==> src/rtl/sha256_round_ctrl.sv <==
// sha256_round_ctrl
// -----------------
// Sequencing controller for a SHA-256 compression datapath. It accepts one
// 512-bit block per start handshake and then drives the select and enable
// conditions for the hash-state registers (H0..H7), the working registers
// (a..h) and the message schedule. It walks through INIT, ROUNDS compression
// rounds, the feed-forward UPDATE and a one-cycle DONE. The controller owns
// no data words; it only steers the mux-registers in the datapath.
//
// Ports
//   clk_i           rising-edge clock
//   rst_i           asynchronous active-low reset
//   start_i         block available; accepted when start_i && ready_o
//   first_i         sampled at accept: first block of a message (H <- IV)
//   last_i          sampled at accept: last block of a message
//   abort_i         synchronous abort back to IDLE (priority over start_i)
//   ready_o         idle, a block can be accepted
//   busy_o          high in INIT, ROUND and UPDATE
//   iv_sel_o        1: IV is the source for H and a..h, 0: H registers
//   h_en_o          H register load enable
//   h_add_sel_o     H mux select, 1: H + work feed-forward, 0: IV/H source
//   work_en_o       a..h load enable
//   work_sel_o      a..h mux select, 1: init from source, 0: round result
//   w_sel_o         1: W[t] from message word, 0: computed schedule word
//   w_shift_o       advance the 16-word schedule window
//   round_o         current round index t (K[t] lookup)
//   done_o          one-cycle pulse when a block completes
//   digest_valid_o  H holds the final digest of a message

module sha256_round_ctrl #(
  parameter int ROUNDS    = 64,
  parameter int MSG_WORDS = 16,
  parameter int IDX_W     = $clog2(ROUNDS)
) (
  input  logic             clk_i,
  input  logic             rst_i,
  input  logic             start_i,
  input  logic             first_i,
  input  logic             last_i,
  input  logic             abort_i,
  output logic             ready_o,
  output logic             busy_o,
  output logic             iv_sel_o,
  output logic             h_en_o,
  output logic             h_add_sel_o,
  output logic             work_en_o,
  output logic             work_sel_o,
  output logic             w_sel_o,
  output logic             w_shift_o,
  output logic [IDX_W-1:0] round_o,
  output logic             done_o,
  output logic             digest_valid_o
);

  typedef enum logic [2:0] {
    IDLE   = 3'd0,
    INIT   = 3'd1,
    ROUND  = 3'd2,
    UPDATE = 3'd3,
    DONE   = 3'd4
  } state_t;

  localparam logic [IDX_W-1:0] LAST_ROUND = IDX_W'(ROUNDS - 1);
  localparam logic [IDX_W-1:0] MSG_LIMIT  = IDX_W'(MSG_WORDS);

  state_t           state_reg;
  logic [IDX_W-1:0] round_reg;
  logic             first_reg;
  logic             last_reg;
  logic             digest_valid_reg;

  // All sequencing state lives here; every output is a pure decode of it.
  always_ff @(posedge clk_i or negedge rst_i) begin
    if (!rst_i) begin
      state_reg        <= IDLE;
      round_reg        <= '0;
      first_reg        <= 1'b0;
      last_reg         <= 1'b0;
      digest_valid_reg <= 1'b0;
    end else if (abort_i) begin
      // Abort wins over start, including in IDLE where it only clears
      // the digest flag (state and counter are already at rest there).
      state_reg        <= IDLE;
      round_reg        <= '0;
      digest_valid_reg <= 1'b0;
    end else begin
      unique case (state_reg)
        IDLE: begin
          if (start_i) begin
            first_reg        <= first_i;
            last_reg         <= last_i;
            digest_valid_reg <= 1'b0;
            round_reg        <= '0;
            state_reg        <= INIT;
          end
        end
        INIT: begin
          state_reg <= ROUND;
        end
        ROUND: begin
          // Explicit clear on the final round so the counter never relies
          // on natural wrap (ROUNDS need not be a power of two).
          if (round_reg == LAST_ROUND) begin
            round_reg <= '0;
            state_reg <= UPDATE;
          end else begin
            round_reg <= round_reg + IDX_W'(1);
          end
        end
        UPDATE: begin
          state_reg <= DONE;
        end
        DONE: begin
          if (last_reg) begin
            digest_valid_reg <= 1'b1;
          end
          state_reg <= IDLE;
        end
        default: begin
          state_reg <= IDLE;
          round_reg <= '0;
        end
      endcase
    end
  end

  // Moore decode of state and round counter.
  always_comb begin
    ready_o     = 1'b0;
    busy_o      = 1'b0;
    iv_sel_o    = 1'b0;
    h_en_o      = 1'b0;
    h_add_sel_o = 1'b0;
    work_en_o   = 1'b0;
    work_sel_o  = 1'b0;
    w_sel_o     = 1'b0;
    w_shift_o   = 1'b0;
    done_o      = 1'b0;
    unique case (state_reg)
      IDLE: begin
        ready_o = 1'b1;
      end
      INIT: begin
        busy_o     = 1'b1;
        work_en_o  = 1'b1;
        work_sel_o = 1'b1;
        // Only the first block of a message seeds H from the IV; later
        // blocks start a..h from the chained H values.
        iv_sel_o   = first_reg;
        h_en_o     = first_reg;
      end
      ROUND: begin
        busy_o    = 1'b1;
        work_en_o = 1'b1;
        w_shift_o = 1'b1;
        w_sel_o   = (round_reg < MSG_LIMIT);
      end
      UPDATE: begin
        busy_o      = 1'b1;
        h_en_o      = 1'b1;
        h_add_sel_o = 1'b1;
      end
      DONE: begin
        done_o = 1'b1;
      end
      default: begin
        ready_o = 1'b0;
      end
    endcase
  end

  assign round_o        = round_reg;
  assign digest_valid_o = digest_valid_reg;

endmodule

==> config.mk <==
export PLATFORM = sky130hd
export DESIGN_NAME = sha256_round_ctrl
export DESIGN_NICKNAME = d
export VERILOG_FILES = /design/src/rtl/sha256_round_ctrl.sv
export SDC_FILE = /design/constraint.sdc
export NUM_CORES = 1
export LEC_CHECK = 0
export ABC_AREA = 1
export BUFFER_PORTS_ARGS = -buffer_cell sky130_fd_sc_hd__buf_2
export CORE_MARGIN = 5
export CORE_UTILIZATION = 46
export CTS_BUF_LIST = sky130_fd_sc_hd__clkbuf_4
export DETAILED_ROUTE_END_ITERATION = 7
export GPL_TIMING_DRIVEN = 0
export PLACE_DENSITY = 0.79
export SKIP_CTS_REPAIR_TIMING = 1
export SLEW_MARGIN = 20
export SYNTH_ARGS = -nofsm -noshare
export SYNTH_HDL_FRONTEND = slang
export SYNTH_SLANG_ARGS = --single-unit
==> constraint.sdc <==
create_clock -name clk_i -period 1.2 [get_ports clk_i]
set_input_delay 0.18 -clock clk_i [delete_from_list [all_inputs] [get_ports clk_i]]
set_output_delay 0.18 -clock clk_i [all_outputs]
set_load 0.05 [all_outputs]
==> results.ini, run 1 <==
[pwr]
ir_worst_vdd_mv = 0.870
power_density_nw_per_um2 = 1270
power.total_mw = 1.51
power_leakage_nw = 0.582

[finish]
multiInputGateArea_um2 = 460
utilization = 0.799
area_delta_synth_final_pct = 65.1
nFillCells = 92
largest_reg_flops = 6
layout.nets = 139
ff_latch_area_um2 = 310
drive_above_1_share = 0.618
n_antenna_cell = 0

[sta]
holdWs_ns = 0.114
rsz0062_at_grt = yes
finalCritPeriodShare = 1.29
slew_viol_final = 0
timing.final.ws_setup_ns = -0.348
min_period_ns = 1.55
max_freq_mhz = 646
relSlewSlack = 0.781
finalSetupViolCount = 21
finClkSkew_ns = 0.00237
tns_ns = -4.11
worst_slew_pin_slew_ns = 0.328
finalHoldViolations = 0

[cts]
path_clk_slew_ns = 0.07
cts-root-buf = clkbuf_4
cts-buffers-inserted = 3
cts_tree = built
clock_sinks = 12
clockBufferDepth = 2
clkLatencyLatePin_ns = 0.28
htreeDepth = 1

[critical_path]
startpoint_type = flop
cp_max_fo = 4
endpoint_kind = primary output
required_ns = 1.02
arrival_ns = 1.37
path_class = flop to primary output

[logic_synthesis]
ys_seq_area_frac = 0.417
yosysWarnings = 0
synthFlopType = dfrtp_1
async_flop_share = 1.00
synth_seq_cells = 12
syn_area_um2 = 721
syn-num-nets = 98
synth_area_per_cell_um2 = 7.92
synth_edf_count = 0
synthTopCellsByArea = dfrtp_1 42%, nand2_1 8.9%, nor2_1 6.8%
netlist_top_cells_count = 17 x nand2_1, 13 x nor2_1, 12 x dfrtp_1
ys_types = 21
synth_largest_area_cell = dfrtp_1
postSynthCellCount = 91
yosysMostFrequentCell = nand2_1
synth.top_cell.area_share = 0.417

[detailed_routing]
vias_per_cell = 5.47
firstDrtPassIters = 4
avgRoutedWirePerCell_um = 14.6
via_count = 804
drt_iter0_markers = 20
final_antenna_net_count = 0
drc = 0
drt_wl_total_mm = 2.15

[global_route]
grt_antenna_before_repair = 0
grt_max_degree = 13
grt_first_pass_wirelength_mm = 2.93
grt_use_total = 0.155
grt_pass1_vias = 647
grt_remaining_overflow = 0

[die]
initial_utilization = 0.484
fp.dieArea_um2 = 2460
coreArea_um2 = 1490
die_w_um = 49.6
rows = 14
die_height_um = 49.6
ioPinCount = 23

[job]
drv_cap = 0

[place]
place.gp.congestion = 0.759
dpl_worst_slack_ns = -0.252
port_buffers = 22
hpwl_mm = 1.31

[min_path]
hold_class = input pin to flop

[run_status]
status = finished with violations
failed_checks = setup timing

==> metal layers <==
metal	track usage	vias up	wire, um
met5	0	-	0
met4	0.0655	0	56
met3	0.0663	9	198
met2	0.237	42	1100
met1	0.189	384	796
li1	-	369	-
==> power breakdown <==
group	internal [mW]	total, mW	switching (mW)
Sequential	0.444	0.482	0.0375
Clock	0.152	0.278	0.126
Combinational	0.282	0.751	0.469
Total	0.879	1.51	0.632
==> path summary, 6_finish.rpt <==
path,from,depth (start not counted),end,slack (ns)
max,state_reg[0]$_DFFE_PN0P_,4,w_sel_o,-0.35
min in group asynchronous,rst_i,2,last_reg$_DFFE_PN0P_,0.30
max reg2reg,state_reg[1]$_DFFE_PN0P_,9,round_o[2]$_DFFE_PN0P_,-0.20
min reg2reg,last_reg$_DFFE_PN0P_,2,last_reg$_DFFE_PN0P_,0.48
min,abort_i,2,state_reg[1]$_DFFE_PN0P_,0.11
max in group asynchronous,rst_i,2,round_o[4]$_DFFE_PN0P_,0.67
==> through the flow <==
| stage | cells | instance area (um2) |
|---|---|---|
| finish | 147 | 1190 |
| global route | 147 | 1190 |
| CTS | 133 | 942 |
| detailed placement | 129 | 912 |
| global placement | 129 | 912 |
| floorplan | 91 | 782 |
==> cells in the final DEF, fill, tap and decap left out, drive strengths merged <==
master       netlist  routed
buf                0      34
nor2              15      15
ha                 1       1
a21oi              2       2
o21ai              6       6
nand4              3       3
a31oi              1       1
nand3              8       8
nand2             22      22
dfrtp             12      12
clkbuf             0       5
nor3               4       4
inv               15      15
xor2               2       2
dlygate4sd3        0       1
==> area by class of cell <==
class	count	share of cell area
Inverter	15	0.0473
Tap cell	16	0.0168
Multi-Input combinational cell	64	0.387
Clock buffer	4	0.0252
Sequential cell	12	0.261
Timing Repair Buffer	36	0.263
==> logic make-up (layout without fill, tap and decap cells) <==
kind of cell | after synthesis | count (layout) | synth area share
AOI/OAI and AO/OA | 9 | 9 | 0.0799
xor gates and xnor gates | 2 | 2 | 0.0243
adders and majority gates | 1 | 1 | 0.0174
and+or+nand+nor | 52 | 52 | 0.384
DFF | 12 | 12 | 0.417
buffers and inverters | 15 | 55 | 0.0781
==> critical path, cell delays in order, from the launching register on <==
cell     delay [ns]
dfrtp_2        0.48
nor3_4         0.23
inv_2          0.09
nor3_4         0.12
buf_6          0.18
(Power assumes the default switching activity.)
==> run 2: changes to the inputs <==
SETUP_SLACK_MARGIN = 0.05   (was not set)
clock period = 1.25 ns   (was 1.2 ns; I/O delays follow)
==> run 2 against run 1 <==
The flow still finishes with violations (setup timing); final cell count stayed put; critical path type unchanged; worst setup slack worse by 0.026 ns; routed wire length is 8.6% higher; critical endpoint unchanged; clock skew is 0.0035 ns higher; non-clock buffer count stayed put.
==> results.ini, run 2 (synthesized netlist as in run 1, its figures left out) <==
[global_route]
grt_use_total = 0.134
grt_first_pass_wirelength_mm = 2.62
grt_remaining_overflow = 0
grt_antenna_before_repair = 0
grt_pass1_vias = 602
grt_max_degree = 13

[finish]
utilization = 0.832
n_antenna_cell = 0
drive_above_1_share = 0.641
area_delta_synth_final_pct = 71.9
largest_reg_flops = 6
layout_common_cells = 11 x nand2_1, 11 x buf_6, 10 x buf_4
final_cells = 147
layout.nets = 139
nFillCells = 87

[sta]
finalCritPeriodShare = 1.30
finClkSkew_ns = 0.00586
rsz0062_at_grt = yes
min_period_ns = 1.62
worst_slew_pin_slew_ns = 0.304
timing.final.ws_setup_ns = -0.375
relSlewSlack = 0.797
max_freq_mhz = 616
finalSetupViolCount = 20
slew_viol_final = 0
finalHoldViolations = 0
holdWs_ns = 0.109

[critical_path]
cp_max_fo = 5
startpoint_type = flop
reg2reg_slack_ns = -0.19
reg2reg_depth = 9
required_ns = 1.06
path_class = flop to primary output
endpoint_kind = primary output
r2r-start = state_reg[1]$_DFFE_PN0P_
arrival_ns = 1.44
crit-reg2reg-capture = round_o[2]$_DFFE_PN0P_

[detailed_routing]
via_count = 792
drt_wl_total_mm = 2.33
vias_per_cell = 5.39
avgRoutedWirePerCell_um = 15.9
drt_iter0_markers = 33
final_antenna_net_count = 0
drc = 0
firstDrtPassIters = 4

[pwr]
power_leakage_nw = 0.589
power.total_mw = 1.50
ir_worst_vdd_mv = 0.949
power_density_nw_per_um2 = 1210

[min_path]
worstHoldEndpoint = state_reg[1]$_DFFE_PN0P_
hold_depth = 2
hold_class = input pin to flop
min_from = abort_i

[cts]
cts-buffers-inserted = 3
clkLatencyLatePin_ns = 0.27
htreeDepth = 1
clock_sinks = 12
clockBufferDepth = 2
path_clk_slew_ns = 0.07
cts-root-buf = clkbuf_4
cts_tree = built

[die]
coreArea_um2 = 1490
initial_utilization = 0.484
die_w_um = 49.6
fp.dieArea_um2 = 2460
rows = 14
die_height_um = 49.6
ioPinCount = 23

[place]
dp_cells = 129
port_buffers = 22
hpwl_mm = 1.25
place.gp.congestion = 0.729

[run_status]
failed_checks = setup timing
status = finished with violations

[job]
drv_cap = 0

## run 2: changes by cell type in the layout (fill, tap and decap cells not counted), moves of 2 or more
cell,change
nor2_2,-2
buf_4,-3
inv_2,-3
inv_4,+3
nand2_4,+2
o21ai_1,-2
nand2_1,-2
## run 2: report_power, final
part | switching [mW] | leakage [nW] | internal, mW | total (mW)
clock | 0.123 | 0.0184 | 0.145 | 0.268
sequential | 0.0393 | 0.148 | 0.426 | 0.466
combinational | 0.475 | 0.423 | 0.293 | 0.767
total | 0.637 | 0.589 | 0.864 | 1.50
## run 2: area by class of cell
cell class              instances  area, um2  area share
flip-flops and latches         12        310       0.251
multi-input cells              64        482       0.389
clock buffers                   4       30.0      0.0242
well taps                      16       20.0      0.0162
inverters                      15       67.6      0.0545
repair buffers                 36        329       0.266
## run 2: how the worst max path moves through the flow
| stage | startpoint | end | slack [ns] | cells after the start |
|---|---|---|---|---|
| 2_1_floorplan | state_reg[0]$_DFFE_PN0P_ | w_sel_o | -0.53 | 3 |
| 3_3_place_gp | state_reg[2]$_DFFE_PN0P_ | w_sel_o | -0.19 | 4 |
| 3_5_place_dp | state_reg[1]$_DFFE_PN0P_ | w_sel_o | -0.22 | 5 |
| 4_1_cts | state_reg[1]$_DFFE_PN0P_ | w_sel_o | -0.53 | 5 |
| 5_1_grt | state_reg[1]$_DFFE_PN0P_ | w_sel_o | -0.41 | 5 |
| 6_report | state_reg[1]$_DFFE_PN0P_ | w_sel_o | -0.37 | 5 |
## run 2: critical path, cell delays in order, from the launching register on
cell	delay, ns
dfrtp_2	0.46
inv_4	0.07
nor3_4	0.22
inv_2	0.10
nor3_4	0.13
buf_6	0.18
## run 2: routing by layer
| metal | up-vias | GRT usage | routed length [um] |
|---|---|---|---|
| met5 | - | 0 | 0 |
| met4 | 0 | 0.0393 | 36 |
| met3 | 4 | 0.0512 | 137 |
| met2 | 37 | 0.216 | 1220 |
| met1 | 378 | 0.164 | 937 |
| li1 | 373 | - | - |
## run 2: metrics by stage
step	TNS (ns)	instance area [um2]	worst slack, ns
2_1_floorplan	-2.40	786	-0.533
3_3_place_gp	-0.477	916	-0.191
3_5_place_dp	-0.632	916	-0.224
4_1_cts	-3.48	946	-0.528
5_1_grt	-4.67	1240	-0.412
6_report	-3.71	1240	-0.375
==> run 3: changes to the inputs <==
CORE_UTILIZATION = 35   (was 46)
PLACE_DENSITY = 0.64   (was 0.79)
==> run 3 against run 2 <==
The flow still finishes with violations (setup timing); clock power is 6% higher; first-iteration DRC count is 97% lower; non-clock buffer count is 3 higher; sequential power hardly changed; die area is 25% higher; hold slack worse by 0.013 ns; core utilization is 19 points lower; critical endpoint is now ready_o; largest power group unchanged.
==> results.ini, run 3 (synthesized netlist as in run 1, its figures left out) <==
[cts]
cts_tree = built
cts-buffers-inserted = 3
clockBufferDepth = 2
clock_sinks = 12
path_clk_slew_ns = 0.07
clkLatencyLatePin_ns = 0.28
cts-root-buf = clkbuf_4
htreeDepth = 1

[global_route]
grt_first_pass_wirelength_mm = 2.89
grt_antenna_before_repair = 0
grtUsageMet3 = 0.0303
grt_pass1_vias = 649
met1_usage = 0.148
grt_use_total = 0.118
top_usage_layer = met2
use_met2 = 0.172
grt_remaining_overflow = 0
grt_max_degree = 13

[critical_path]
path_depth = 5
critPathMaxStageDelay_ns = 0.46
critPathTopFamily = flip-flops
required_ns = 1.06
cp_max_fo = 4
crit_buf_inv = 3
startpoint_type = flop
arrival_ns = 1.39
endpoint_kind = primary output
cp_cell_sequence = buf_4, nor2_4, nand2_4, clkinvlp_4, buf_8
path_class = flop to primary output
reg2reg_depth = 9
cpMaxStageDelayCell = dfrtp_2

[sta]
rsz0062_at_grt = yes
worst_slew_pin_slew_ns = 0.302
tns_ns = -3.89
relSlewSlack = 0.798
finalHoldViolations = 0
finalCritPeriodShare = 1.26
finalSetupViolCount = 19
finClkSkew_ns = 0.00674
min_period_ns = 1.58
max_freq_mhz = 634
slew_viol_final = 0
timing.final.ws_setup_ns = -0.327

[place]
hpwl_mm = 1.29
port_buffers = 22
dpl_cell_area_um2 = 930
place.gp.congestion = 0.789

[run_status]
failed_checks = setup timing
status = finished with violations

[detailed_routing]
drc = 0
drt_iter0_markers = 1
firstDrtPassIters = 4
final_antenna_net_count = 0
drt_wl_total_mm = 1.94
avgRoutedWirePerCell_um = 12.1
via_count = 742
vias_per_cell = 4.61

[die]
ioPinCount = 23
coreArea_um2 = 1960
initial_utilization = 0.367
die_w_um = 55.4
fp.dieArea_um2 = 3070
die_height_um = 55.4
rows = 16

[finish]
area_delta_synth_final_pct = 73.8
mostFrequentLayoutCell = buf_4
final_area_um2 = 1250
drive_above_1_share = 0.634
layout.nets = 142
n_antenna_cell = 0
layout_common_cells = 14 x buf_4, 12 x nand2_1, 11 x buf_6
largest_reg_flops = 6
utilization = 0.638

[pwr]
power_leakage_nw = 0.612
power.total_mw = 1.49
power_density_nw_per_um2 = 1190
ir_worst_vdd_mv = 0.849

[min_path]
hold_class = input pin to flop
hold_depth = 2

[job]
drv_cap = 0

==> run 3: cell types whose count changed in the layout (fill, tap and decap cells not counted), sizes merged <==
cell / delta
buf: +3
==> run 3: final timing paths <==
kind,startpoint,end,slack [ns]
max,state_reg[1]$_DFFE_PN0P_,ready_o,-0.33
min,abort_i,state_reg[1]$_DFFE_PN0P_,0.1
max reg2reg,state_reg[1]$_DFFE_PN0P_,round_o[2]$_DFFE_PN0P_,-0.22
min reg2reg,last_reg$_DFFE_PN0P_,last_reg$_DFFE_PN0P_,0.49
max in group asynchronous,rst_i,state_reg[2]$_DFFE_PN0P_,0.70
min in group asynchronous,rst_i,round_o[0]$_DFFE_PN0P_,0.31
==> run 3: layout make-up <==
class                      count  area [um2]
fill                         174         709
multi-input combinational     64         475
timing repair buffer          39         339
sequential                    12         312
inverter                      15        62.6
tap                           27        33.8
clock buffer                   4        30.0
==> run 3: per-stage QoR <==
step / hold slack (ns) / std cells / setup slack (ns)
6_report: 0.0964 / 161 / -0.327
5_1_grt: 0.106 / 161 / -0.400
4_1_cts: -0.231 / 144 / -0.520
3_5_place_dp: 0.0825 / 140 / -0.210
3_3_place_gp: 0.0807 / 140 / -0.205
2_1_floorplan: -0.108 / 91 / -0.533
==> run 3: power breakdown <==
part	internal (mW)	switching (mW)	total, mW
combinational	0.287	0.451	0.738
sequential	0.426	0.0394	0.466
clock	0.146	0.138	0.284
total	0.859	0.628	1.49
==> run 3: metal layers <==
layer | up-vias | wire [um]
met5 | - | 0
met1 | 344 | 867
met3 | 5 | 57
met2 | 14 | 962
met4 | 0 | 57
li1 | 379 | -
